## src/rtl/fsm_input_arbiter.sv

```systemverilog
// Round-robin arbiter that lends one shared 2-input FSM to NREQ requesters,
// drives each winner's (a,b) burst, lets the FSM settle and returns its state.
module fsm_input_arbiter #(
  parameter int NREQ       = 4,
  parameter int STATE_W    = 4,
  parameter int LEN_W      = 3,
  parameter int SETTLE_CYC = 1
) (
  input  logic                  clk,
  input  logic                  rst,
  input  logic [NREQ-1:0]       req,
  input  logic [NREQ-1:0]       req_a,
  input  logic [NREQ-1:0]       req_b,
  input  logic [NREQ*LEN_W-1:0] req_len,
  input  logic [STATE_W-1:0]    fsm_state,
  output logic                  fsm_a,
  output logic                  fsm_b,
  output logic [NREQ-1:0]       gnt,
  output logic [NREQ-1:0]       done,
  output logic [STATE_W-1:0]    resp_state,
  output logic                  busy
);

  localparam int PTR_W = (NREQ > 1) ? $clog2(NREQ) : 1;
  localparam int SET_W = $clog2(SETTLE_CYC + 1);
  localparam int CNT_W = (LEN_W > SET_W) ? LEN_W : SET_W;

  typedef enum logic [1:0] {IDLE, DRIVE, SETTLE, DONE} state_t;

  state_t             state, state_n;
  logic [PTR_W-1:0]   rr_ptr, ptr_n;
  logic [CNT_W-1:0]   cnt, cnt_n;
  logic [NREQ-1:0]    gnt_n, done_n;
  logic [STATE_W-1:0] resp_n;
  logic               fsm_a_n, fsm_b_n, busy_n;

  logic               found;
  logic [PTR_W-1:0]   win, cand_p;
  int unsigned        cand;
  logic [LEN_W-1:0]   win_len;

  // Winner search starts at rr_ptr and wraps modulo NREQ.
  always_comb begin
    found  = 1'b0;
    win    = '0;
    cand   = 0;
    cand_p = '0;
    for (int unsigned i = 0; i < NREQ; i++) begin
      cand   = (32'(rr_ptr) + i) % NREQ;
      cand_p = PTR_W'(cand);
      if (!found && req[cand_p]) begin
        found = 1'b1;
        win   = cand_p;
      end
    end
  end

  always_comb begin
    state_n = state;
    ptr_n   = rr_ptr;
    cnt_n   = cnt;
    gnt_n   = gnt;
    done_n  = '0;
    resp_n  = resp_state;
    fsm_a_n = fsm_a;
    fsm_b_n = fsm_b;
    busy_n  = busy;
    win_len = req_len[win*LEN_W +: LEN_W];
    case (state)
      IDLE: begin
        if (found) begin
          state_n    = DRIVE;
          gnt_n      = '0;
          gnt_n[win] = 1'b1;
          busy_n     = 1'b1;
          fsm_a_n    = req_a[win];
          fsm_b_n    = req_b[win];
          cnt_n      = (win_len == '0) ? CNT_W'(1) : CNT_W'(win_len);
          ptr_n      = (win == PTR_W'(NREQ - 1)) ? '0 : win + 1'b1;
        end
      end
      DRIVE: begin
        if (cnt <= CNT_W'(1)) begin
          state_n = SETTLE;
          fsm_a_n = 1'b0;
          fsm_b_n = 1'b0;
          cnt_n   = CNT_W'(SETTLE_CYC);
        end else begin
          cnt_n = cnt - 1'b1;
        end
      end
      SETTLE: begin
        if (cnt <= CNT_W'(1)) begin
          state_n = DONE;
          resp_n  = fsm_state;
          done_n  = gnt;
          cnt_n   = '0;
        end else begin
          cnt_n = cnt - 1'b1;
        end
      end
      DONE: begin
        state_n = IDLE;
        gnt_n   = '0;
        busy_n  = 1'b0;
        fsm_a_n = 1'b0;
        fsm_b_n = 1'b0;
      end
      default: state_n = IDLE;
    endcase
  end

  always_ff @(posedge clk or negedge rst) begin
    if (!rst) begin
      state      <= IDLE;
      rr_ptr     <= '0;
      cnt        <= '0;
      gnt        <= '0;
      done       <= '0;
      resp_state <= '0;
      fsm_a      <= 1'b0;
      fsm_b      <= 1'b0;
      busy       <= 1'b0;
    end else begin
      state      <= state_n;
      rr_ptr     <= ptr_n;
      cnt        <= cnt_n;
      gnt        <= gnt_n;
      done       <= done_n;
      resp_state <= resp_n;
      fsm_a      <= fsm_a_n;
      fsm_b      <= fsm_b_n;
      busy       <= busy_n;
    end
  end

  a_gnt_onehot:  assert property (@(posedge clk) disable iff (!rst) $onehot0(gnt));
  a_done_onehot: assert property (@(posedge clk) disable iff (!rst) $onehot0(done));
  a_done_gnt:    assert property (@(posedge clk) disable iff (!rst) (done & ~gnt) == '0);
  a_idle_quiet:  assert property (@(posedge clk) disable iff (!rst)
                                  (gnt == '0) |-> (!fsm_a && !fsm_b));

endmodule

```

## config.mk

```make
export PLATFORM = sky130hd
export DESIGN_NAME = fsm_input_arbiter
export DESIGN_NICKNAME = d
export VERILOG_FILES = /design/src/rtl/fsm_input_arbiter.sv
export SDC_FILE = /design/constraint.sdc
export NUM_CORES = 1
export LEC_CHECK = 0
export ABC_AREA = 1
export BUFFER_PORTS_ARGS = -buffer_cell sky130_fd_sc_hd__buf_2
export CORE_ASPECT_RATIO = 1.75
export CORE_MARGIN = 10
export CORE_UTILIZATION = 50
export CTS_CLUSTER_DIAMETER = 30
export DETAILED_ROUTE_END_ITERATION = 12
export PLACE_DENSITY = 0.88
export SYNTH_ARGS = -nofsm -noshare
export SYNTH_HDL_FRONTEND = slang
export SYNTH_SLANG_ARGS = --single-unit
```

## constraint.sdc

```tcl
create_clock -name clk -period 5.5 [get_ports clk]
set_input_delay 0.275 -clock clk [delete_from_list [all_inputs] [get_ports clk]]
set_output_delay 0.275 -clock clk [all_outputs]
set_load 0.02 [all_outputs]
```

==> results of run 1 <==
## layout make-up
class / count / area [sq um] / share of cell area [%]
clock buffer: 3 / 41.29 / 2.122
clock inverter: 1 / 30.03 / 1.543
timing repair buffer: 45 / 230.2 / 11.83
multi-input combinational: 154 / 933.4 / 47.97
inverter: 28 / 106.4 / 5.466
sequential: 22 / 550.5 / 28.30
tap: 43 / 53.80 / 2.765
## worst reg2reg max path: stages (launching register included)
cell and delay (ns):
dfrtp_1 0.64, inv_2 0.19, nand2_1 0.14, nand2_4 0.08
nand2_2 0.08, inv_2 0.04, nor2_2 0.16, nand3_4 0.13
nand3_4 0.19, inv_2 0.12, ha_1 0.30, nor2_1 0.10
a21oi_1 0.05
## per-stage QoR
step	cells	hold slack [ns]	worst slack [ns]
2_1_floorplan	206	-0.02059	3.702
3_3_place_gp	291	0.2524	3.277
3_5_place_dp	291	0.2560	3.206
4_1_cts	296	0.2383	3.194
5_1_grt	296	0.2343	2.988
6_report	296	0.2364	3.166
## cell usage in the layout (no fill, tap or decap), types with 3 or more instances in the layout
master and count:
inv_1 22, nand4_1 5, buf_2 44, a21oi_1 5, o21ai_0 9, nand2_2 8, nor2_1 8, ha_1 11
nand2_1 60, mux2_2 5, nand3_2 5, inv_2 5, dfrtp_1 22, nand2_4 5, o21ai_1 5, clkbuf_8 3
nand3_1 15
## registers in the layout (all words and copies together), names as in the netlist
register and cells:
busy 1, cnt 3, done 4, fsm_a 1, fsm_b 1, gnt 4
resp_state 4, rr_ptr 2, state 2
## logic make-up after synthesis
kind of cell               count (synthesis)
xor gates and xnor gates                   1
DFF                                       22
muxes                                      5
buffers and inverters                     30
AOI/OAI and AO/OA                         25
and+or+nand+nor                          112
adders and majority gates                 11
## what timing repair did
item	CTS	global route
hold endpoints to repair	22	0
hold buffers	1	0
gates resized for setup	0	0
## how the worst max path moves through the flow
stage                      to      start  slack [ns]  cells past startpoint
floorplan           rr_ptr[1]  rr_ptr[0]        3.70                     11
global placement    rr_ptr[1]  rr_ptr[0]        3.28                     12
detailed placement  rr_ptr[1]  rr_ptr[0]        3.21                     12
CTS                 rr_ptr[1]  rr_ptr[0]        3.19                     12
global route        rr_ptr[1]  rr_ptr[0]        2.99                     12
finish              rr_ptr[1]  rr_ptr[0]        3.17                     12
## power by group through the flow
stage	Combinational, mW	Clock, mW	Sequential, mW
after floorplan	0.787	0	0.312
after detailed placement	1.00	0	0.284
after global placement	0.973	0	0.280
after CTS	1.01	0.152	0.280
final	1.01	0.150	0.281
after global routing	1.13	0.158	0.290
## per-layer routing
metal | GRT usage [%] | part of all wire [%] | vias up
li1 | - | - | 759
met1 | 10.14 | 33 | 739
met2 | 27.72 | 61 | 31
met3 | 2.113 | 2.7 | 10
met4 | 7.303 | 3.1 | 0
met5 | 0 | 0 | -
==> metrics.md, run 1 <==
| Metric | Value |
|---|---|
| Worst hold path type | `in2reg` |
| Antenna Nets Post-Route | `0` |
| Count of buffers inserted at the top-level ports | `44` |
| CP max stage delay | `0.64 ns` |
| CTS Buffer Depth | `2` |
| Final Wtd Congestion | `0.8860` |
| DR iter-0 viols | `31` |
| Wire per inst | `13.54 microns` |
| Compound-Gate Fraction of Synth Area | `8.766%` |
| Crit. End Element | `flip-flop` |
| Main combinational cell family by area after synthesis | `simple AND/OR/NAND/NOR gates` |
| Period utilization | `approximately 42%` |
| Initial antenna violation count | `0` |
| Pwr Total | `1.439 mW` |
| H-tree levels | `1` |
| Top cells by count, synth | `60 x nand2_1, 22 x dfrtp_1, 22 x inv_1, 15 x nand3_1, 11 x ha_1` |
| Worst-path fanout max | `13` |
| Layout Skew | `0.002013 ns` |
| TritonCTS clock tree | `built` |
| Yosys top cell area share | `34.13%` |
| Post-synthesis mux area share | `3.491%` |
| Clk sinks | `22` |
| Lkg Pwr | `1.070 nW` |
| Post-Synth Simple-Gate Area | `36.54%` |
| CTS root buf | `clkbuf_8` |
| Total CTS buffers | `3` |
| Total Routing Usage GR | `12.83%` |
| Type of origin of the critical path | `flip-flop` |
| Sw Pwr | `0.7643 mW` |
| Reg-to-reg slack, setup | `3.17 ns` |
| Slowest-stage cell, CP | `dfrtp_1` |
| Predominant post-synthesis flop cell | `dfrtp_1` |
| Worst r2r src | `rr_ptr[0]` |
| Vias/cell | `5.199` |
| Syn Area/Cell | `7.829 sq um` |
| Largest net degree at the start of global routing | `23` |
| Die H | `95.13 microns` |
| Area of the core | `3142 sq um` |
| Area post-placement | `1864 sq um` |
| Area leader, netlist | `dfrtp_1` |
| Syn Inst Count | `~210` |
| Reg2reg path depth | `12` |
| Routed wire length | `4.009 mm` |
| HPWL after DPL | `3.331 mm` |
| Top-count cell post-synth | `nand2_1` |
| Hold depth | `2` |
| Count of cell types in the netlist | `27` |
| Vias in the first global route | `roughly 1500` |
| Hold endpoint | `resp_state[1]` |
| Crit path kind | `reg2reg` |
| Req. time, crit path | `5.65 ns` |
| Fmax | `428.4 MHz` |
| DR vias | `1539` |
| Max-slew violations | `0` |
| Area delta synth->final | `20.64%` |
| Share of cells above drive strength 1 | `between 30% and 40%` |
| Fin util | `61.93%` |
| Sw Share | `between 50% and 60%` |
| Comb pwr share | `70.0%` |
| Crit path DAT | `2.49 ns` |
| PwrDens | `739.5 nW/um^2` |
| Diodes inserted | `0` |
| Die area | `around 6000 sq um` |
| Relative slew slack | `approximately two thirds` |
| Syn Std Cell Area | `1613 sq um` |
| First-pass GRT wire length | `6.292 mm` |
| Cells along the critical path | `inv_2, nand2_1, nand2_4, nand2_2, inv_2, nor2_2, nand3_4, nand3_4, inv_2, ha_1, nor2_1, a21oi_1` |
| Gr ovfl total | `0` |
| RSZ-0062 raised after global routing | `false` |
| Worst IR Drop VDD | `approximately 440 uV` |
| Row count | `27` |
| Synth Area in Adders | `8.534%` |
| # IOs | `45` |
| Clk slew on worst S/H paths | `0.08 ns` |
| Final Hold Viols | `0` |
| Post-synth EDFFs | `0` |
| Final instance area | `just under 2000 sq um` |
| DRT Pass-1 Iters | `4` |
| XOR/XNOR Fraction of Synth Area | `less than 1%` |
| Clock power frac | `between 10% and 20%` |
| Max-cap violations | `0` |
| Synthesis Warnings | `0` |
| Worst Min Path Start | `fsm_state[1]` |
| FFs w/ async S/R, synth | `100.0%` |
| Chip width | `62.93 microns` |
| Top post-synthesis cells by area | `dfrtp_1 34%, nand2_1 14%, ha_1 8.5%, inv_1 5.1%, nand3_1 4.7%` |
| Part of the power in registers | `between 10% and 20%` |
| Post-CTS Setup Inserts | `0` |
| Critical path buffer and inverter count | `3` |
| Mapped Nets | `about 250` |
| Final nets | `~300` |
| Status | `complete, no violations` |
| Setup TNS | `0 ns` |
| Fin crit period | `2.334 ns` |
| Seq cells post-synth | `22` |
| Most common cell on crit path | `inv_2` |
| Share of synthesized area occupied by flip-flops and latches | `34.13%` |
| Worst-Skew Late Latency | `0.26 ns` |
| Finish-stage setup viols | `0` |
| Reg2reg end | `rr_ptr[1]` |
| Cell-internal power | `0.6745 mW` |
| Post-detailed-route DRC marker count | `0` |
| Kind of cell adding the most delay to the critical path | `simple AND/OR/NAND/NOR gates` |
| Slew @ Worst Pin | `0.4756 ns` |
| Initial Utilization | `51.33%` |
| # fillers | `around 300` |
Power figures use the tool's default switching activity.
==> run 2: changes to the inputs <==
==> constraint.sdc (replaced) <==
create_clock -name clk -period 2.3 [get_ports clk]
set_input_delay 0.115 -clock clk [delete_from_list [all_inputs] [get_ports clk]]
set_output_delay 0.115 -clock clk [all_outputs]
set_load 0.02 [all_outputs]
==> run 2 against run 1 <==
Effect of this change:
- clock skew decreased by 0.00071 ns
- first-iteration DRC count increased by 26%
- critical path depth unchanged
- clock power increased by 140%
- non-clock buffer count increased by 1
- cell count increased by 0.34%
- die area unchanged
- worst setup slack got worse by 3.0 ns
- register-to-register slack got worse by 3.0 ns
- design area increased by 0.58%
- utilization increased by 0.36 points
- sequential share of layout area decreased by 0.099 points
- critical endpoint unchanged
- largest cell class unchanged
==> metrics.md, run 2 (synthesis results as in run 1) <==
| Metric | Value |
|---|---|
| Status | `complete, no violations` |
| Die area | `5987 sq um (unchanged)` |
| CTS root buf | `clkbuf_8` |
| Chip width | `62.93 microns (unchanged)` |
| Period utilization | `90.79% (+48 points)` |
| Post-placement setup slack | `0.1663 ns (-3.040 ns)` |
| PwrDens | `1763 nW/um^2 (+140%)` |
| Reg-to-reg slack, setup | `0.21 ns (-2.95 ns)` |
| Worst hold path type | `in2reg` |
| DRT Pass-1 Iters | `4 (unchanged)` |
| Die H | `95.13 microns (unchanged)` |
| Hold depth | `2 (unchanged)` |
| Worst Min Path Start | `fsm_state[3]` |
| Vias in the first global route | `1492 (-2.2%)` |
| Max-cap violations | `0 (unchanged)` |
| Fin util | `62.29% (+0.36 points)` |
| Commonest non-fill, non-tap cell in the layout | `nand2_1` |
| Reg2reg end | `rr_ptr[1]` |
| Crit. End Element | `flip-flop` |
| Worst setup margin | `0.2119 ns (-2.954 ns)` |
| Row count | `27 (unchanged)` |
| Routed wire length | `3.935 mm (-1.8%)` |
| Most common cell on crit path | `nand2_1` |
| Post-CTS Setup Inserts | `0 (unchanged)` |
| Worst-Skew Late Latency | `0.26 ns (about the same)` |
| Initial Utilization | `51.33% (unchanged)` |
| Layout Skew | `0.001306 ns (-0.0007069 ns)` |
| Wire per inst | `13.25 microns (-2.2%)` |
| Cells along the critical path | `buf_4, nand2_1, nand2_1, nand2_1, nand2_2, nor2_8, nand3_4, nand3_4, inv_2, ha_1, nor2_1, a21oi_1` |
| Worst-path fanout max | `13 (unchanged)` |
| Min Hold Slack | `0.08077 ns (-0.1556 ns)` |
| Initial antenna violation count | `0 (unchanged)` |
| Total CTS buffers | `3 (unchanged)` |
| Area delta synth->final | `21.33%` |
| Hold endpoint | `resp_state[3]` |
| Largest net degree at the start of global routing | `23 (unchanged)` |
| Type of origin of the critical path | `flip-flop` |
| Clk slew on worst S/H paths | `0.08 ns (about the same)` |
| Clk sinks | `22 (unchanged)` |
| Fmax | `478.9 MHz (+12%)` |
| Share of cells above drive strength 1 | `33.46% (+0.66 points)` |
| Crit path DAT | `2.24 ns (-0.25 ns)` |
| Fin crit period | `2.088 ns (-0.2463 ns)` |
| Highest-count cells in the layout ignoring fill and taps | `60 x nand2_1, 44 x buf_2, 22 x inv_1` |
| Vias/cell | `5.121 (-1.5%)` |
| Crit path kind | `reg2reg` |
| Count of buffers inserted at the top-level ports | `44 (unchanged)` |
| Worst r2r src | `rr_ptr[0]` |
| Max-slew violations | `0 (unchanged)` |
| Slew @ Worst Pin | `0.4741 ns (-0.001459 ns)` |
| Area post-placement | `1872 sq um (+0.40%)` |
| CP max stage delay | `0.49 ns (-0.15 ns)` |
| Worst IR Drop VDD | `1086 uV (+150%)` |
| Area of the core | `3142 sq um (unchanged)` |
| Top flop regs | `done: 4 flops, gnt: 4 flops, resp_state: 4 flops` |
| H-tree levels | `1 (unchanged)` |
| Setup TNS | `0 ns (unchanged)` |
| Relative slew slack | `68.39% (+0.097 points)` |
| Cell Count, Final, Fillers Out | `297 (+0.34%)` |
| TritonCTS clock tree | `built` |
| Pwr Total | `3.450 mW (+140%)` |
| Gr ovfl total | `0 (unchanged)` |
| Placed cells | `292 (+0.34%)` |
| HPWL after DPL | `3.309 mm (-0.66%)` |
| Critical path buffer and inverter count | `2 (-1)` |
| # IOs | `45 (unchanged)` |
| DR vias | `1521 (-1.2%)` |
| DR iter-0 viols | `39 (+26%)` |
| CTS Buffer Depth | `2 (unchanged)` |
| Kind of cell adding the most delay to the critical path | `simple AND/OR/NAND/NOR gates` |
| Final Hold Viols | `0 (unchanged)` |
| RSZ-0062 raised after global routing | `false` |
| Post-detailed-route DRC marker count | `0 (unchanged)` |
| Final nets | `296 (+0.34%)` |
| Total Routing Usage GR | `12.75% (-0.073 points)` |
| Antenna Nets Post-Route | `0 (unchanged)` |
| Diodes inserted | `0 (unchanged)` |
| First-pass GRT wire length | `6.313 mm (+0.33%)` |
| Reg2reg path depth | `12 (unchanged)` |
| Finish-stage setup viols | `0 (unchanged)` |
| Crit path from | `rr_ptr[0]` |
| Req. time, crit path | `2.45 ns (-3.20 ns)` |
| Slowest-stage cell, CP | `dfrtp_2` |
| Final Wtd Congestion | `0.8803 (-0.64%)` |
| Lkg Pwr | `1.075 nW (+0.39%)` |
| Final instance area | `1957 sq um (+0.58%)` |
[run 2: cell type report]
cell class | instances | area (sq um)
multi-input cells | 154 | 933.4
fillers | 267 | 1185
flip-flops and latches | 22 | 551.8
inverters | 28 | 108.9
well taps | 43 | 53.80
repair buffers | 46 | 237.7
clock inverters | 1 | 30.03
clock buffers | 3 | 41.29
[run 2: worst max path at each step]
stage                      endpoint  slack, ns  cells after the start
after floorplan           rr_ptr[1]       0.50                     11
after detailed placement  rr_ptr[1]       0.17                     12
final                     rr_ptr[1]       0.21                     12
after global routing      rr_ptr[1]       0.04                     12
after global placement    rr_ptr[1]       0.23                     11
after CTS                 rr_ptr[1]       0.14                     12
[run 2: report_power, final]
group / internal [mW] / switching (mW) / leakage (nW)
logic: 0.843 / 1.58 / 0.765
registers: 0.553 / 0.114 / 0.274
clock network: 0.232 / 0.126 / 0.0357
total: 1.63 / 1.82 / 1.07
[run 2: worst register-to-register path: stages (launching register included)]
cell and delay, ns:
dfrtp_2 0.49, buf_4 0.19, nand2_1 0.06, nand2_1 0.07, nand2_1 0.08, nand2_2 0.09, nor2_8 0.12, nand3_4 0.12
nand3_4 0.19, inv_2 0.11, ha_1 0.30, nor2_1 0.11, a21oi_1 0.05
[run 2: repair_timing]
action,4_1_cts,5_1_grt
endpoints found under the setup margin,0,3
hold buffers,1,0
hold endpoints to repair,22,0
gates resized for setup,0,2
[run 2: per-layer routing]
metal  GRT usage (%)  vias up  routed length [microns]
met5               0        -                        0
met4           5.243        0                       76
met3           1.643        6                      101
met2           27.72       26                     2429
met1           10.97      726                     1329
li1                -      763                        -
==> run 3: changes to the inputs <==
==> constraint.sdc (replaced) <==
create_clock -name clk -period 2.3 [get_ports clk]
set_input_delay 0.575 -clock clk [delete_from_list [all_inputs] [get_ports clk]]
set_output_delay 0.575 -clock clk [all_outputs]
set_load 0.02 [all_outputs]
==> run 3 against run 2 <==
Effect of this change:
- sequential share of layout area increased by 0.072 points
- critical path depth fell by 1
- die area stayed put
- hold slack gained 0.18 ns
- clock skew is 0.0016 ns higher
- count of clock-buffer cells in the layout is the same
- critical path type unchanged
- via count shrank 0.53%
- total power increased by 0.73%
- combinational power hardly changed
- utilization fell by 0.16 points
- critical endpoint unchanged
==> metrics.md, run 3 (synthesis results as in run 1) <==
| Metric | Value |
|---|---|
| Status | `complete, no violations` |
| Layout Skew | `0.002909 ns (+0.001603 ns)` |
| Total Routing Usage GR | `12.95% (+0.20 points)` |
| DR vias | `1513 (-0.53%)` |
| RSZ-0062 raised after global routing | `false` |
| FF/Latch Area | `551.8 sq um (unchanged)` |
| CTS Buffer Depth | `2 (unchanged)` |
| Final Hold Viols | `0 (unchanged)` |
| PwrDens | `1780 nW/um^2 (+0.99%)` |
| Initial antenna violation count | `0 (unchanged)` |
| Crit path kind | `reg2reg` |
| Area of the multi-input gates | `933.4 sq um (unchanged)` |
| # fillers | `274 (+2.6%)` |
| DR iter-0 viols | `42 (+7.7%)` |
| Area delta synth->final | `21.02%` |
| Setup TNS | `0 ns (unchanged)` |
| Crit path DAT | `2.26 ns (+0.02 ns)` |
| Fmax | `473.1 MHz (-1.2%)` |
| Gr ovfl total | `0 (unchanged)` |
| Worst-Skew Late Latency | `0.26 ns (about the same)` |
| Highest-count cells in the layout ignoring fill and taps | `60 x nand2_1, 44 x buf_2, 22 x inv_1` |
| Fin crit period | `2.114 ns (+0.02551 ns)` |
| Row count | `27 (unchanged)` |
| Area of the core | `3142 sq um (unchanged)` |
| Commonest non-fill, non-tap cell in the layout | `nand2_1` |
| Fin util | `62.13% (-0.16 points)` |
| Vias/cell | `5.094 (-0.53%)` |
| Post-CTS Setup Inserts | `0 (unchanged)` |
| HPWL after DPL | `3.341 mm (+0.98%)` |
| Final Wtd Congestion | `0.8896 (+1.1%)` |
| Worst setup margin | `0.1864 ns (-0.02551 ns)` |
| Hold buffers post-CTS | `0 (-1)` |
| Antenna Nets Post-Route | `0 (unchanged)` |
| Type of origin of the critical path | `flip-flop` |
| Worst IR Drop VDD | `901.4 uV (-17%)` |
| Pwr Total | `3.475 mW (+0.73%)` |
| Worst hold path type | `in2async` |
| Largest net degree at the start of global routing | `23 (unchanged)` |
| Chip width | `62.93 microns (unchanged)` |
| Clk slew on worst S/H paths | `0.08 ns (about the same)` |
| Relative slew slack | `68.10% (-0.29 points)` |
| TritonCTS clock tree | `built` |
| Wire per inst | `13.62 microns (+2.8%)` |
| Initial Utilization | `51.33% (unchanged)` |
| Total CTS buffers | `3 (unchanged)` |
| Min Hold Slack | `0.2565 ns (+0.1757 ns)` |
| H-tree levels | `1 (unchanged)` |
| First-pass GRT wire length | `6.451 mm (+2.2%)` |
| Max-slew violations | `0 (unchanged)` |
| Vias in the first global route | `1581 (+6.0%)` |
| Final nets | `296 (unchanged)` |
| Share of cells above drive strength 1 | `33.86% (+0.39 points)` |
| Post-detailed-route DRC marker count | `0 (unchanged)` |
| Period utilization | `91.89% (+1.1 points)` |
| Crit. End Element | `flip-flop` |
| Clk sinks | `22 (unchanged)` |
| Lkg Pwr | `1.075 nW (about the same)` |
| Slew @ Worst Pin | `0.4786 ns (+0.004408 ns)` |
| Die H | `95.13 microns (unchanged)` |
| Req. time, crit path | `2.45 ns (about the same)` |
| Worst-path fanout max | `13 (unchanged)` |
| Diodes inserted | `0 (unchanged)` |
| Finish-stage setup viols | `0 (unchanged)` |
| Count of buffers inserted at the top-level ports | `44 (unchanged)` |
| Top flop regs | `done: 4 flops, gnt: 4 flops, resp_state: 4 flops` |
| Post-placement setup slack | `0.1066 ns (-0.05970 ns)` |
| Die area | `5987 sq um (unchanged)` |
| Routed wire length | `4.046 mm (+2.8%)` |
| DRT Pass-1 Iters | `4 (unchanged)` |
| CTS root buf | `clkbuf_8` |
| # IOs | `45 (unchanged)` |
| Max-cap violations | `0 (unchanged)` |
==> run 3: layout make-up <==
cell class	instances	area share [%]
multi-input combinational	154	47.82
clock buffer	3	2.115
tap	43	2.756
inverter	28	5.449
clock inverter	1	1.538
timing repair buffer	46	12.05
sequential	22	28.27
==> run 3: repair_timing <==
action                     4_1_cts  5_1_grt
setup endpoints to repair        0        2
hold endpoints to repair         0        0
resized for setup                0        1
==> run 3: worst paths after layout <==
kind                       startpoint   endpoint  slack (ns)  depth (start not counted)
max                         rr_ptr[0]  rr_ptr[1]        0.19                         11
min                               rst    done[0]        0.26                          1
max reg2reg                 rr_ptr[0]  rr_ptr[1]        0.19                         11
min reg2reg                     fsm_a      fsm_a        0.49                          2
max in group asynchronous         rst  rr_ptr[0]        1.69                          1
min in group clk                fsm_a      fsm_a        0.49                          2
==> run 3: report_power, final <==
group          total, mW  internal (mW)  switching (mW)
registers          0.661          0.553           0.108
logic               2.45          0.852            1.60
clock network      0.359          0.233           0.127
==> run 3: critical path: stages, from the launching register on <==
cell,delay (ns)
dfrtp_2,0.46
inv_2,0.17
nand2_1,0.12
nand3_2,0.09
nand2_2,0.10
nor2_8,0.15
nand3_4,0.12
nand3_4,0.19
inv_2,0.11
ha_1,0.30
nor2_1,0.12
a21oi_1,0.05
==> run 3: routing by layer <==
metal	global-route usage [%]	vias to the layer above	share of wire, %
met1	10.08	698	32
met4	6.929	0	3.3
met5	0	-	0
met2	28.23	35	61
li1	-	767	-
met3	2.347	13	3.7
==> run 3: stage by stage <==
step	instances	instance area, sq um
CTS	297	1951
detailed placement	293	1879
floorplan	206	1613
finish	297	1952
global route	297	1952
global placement	293	1879
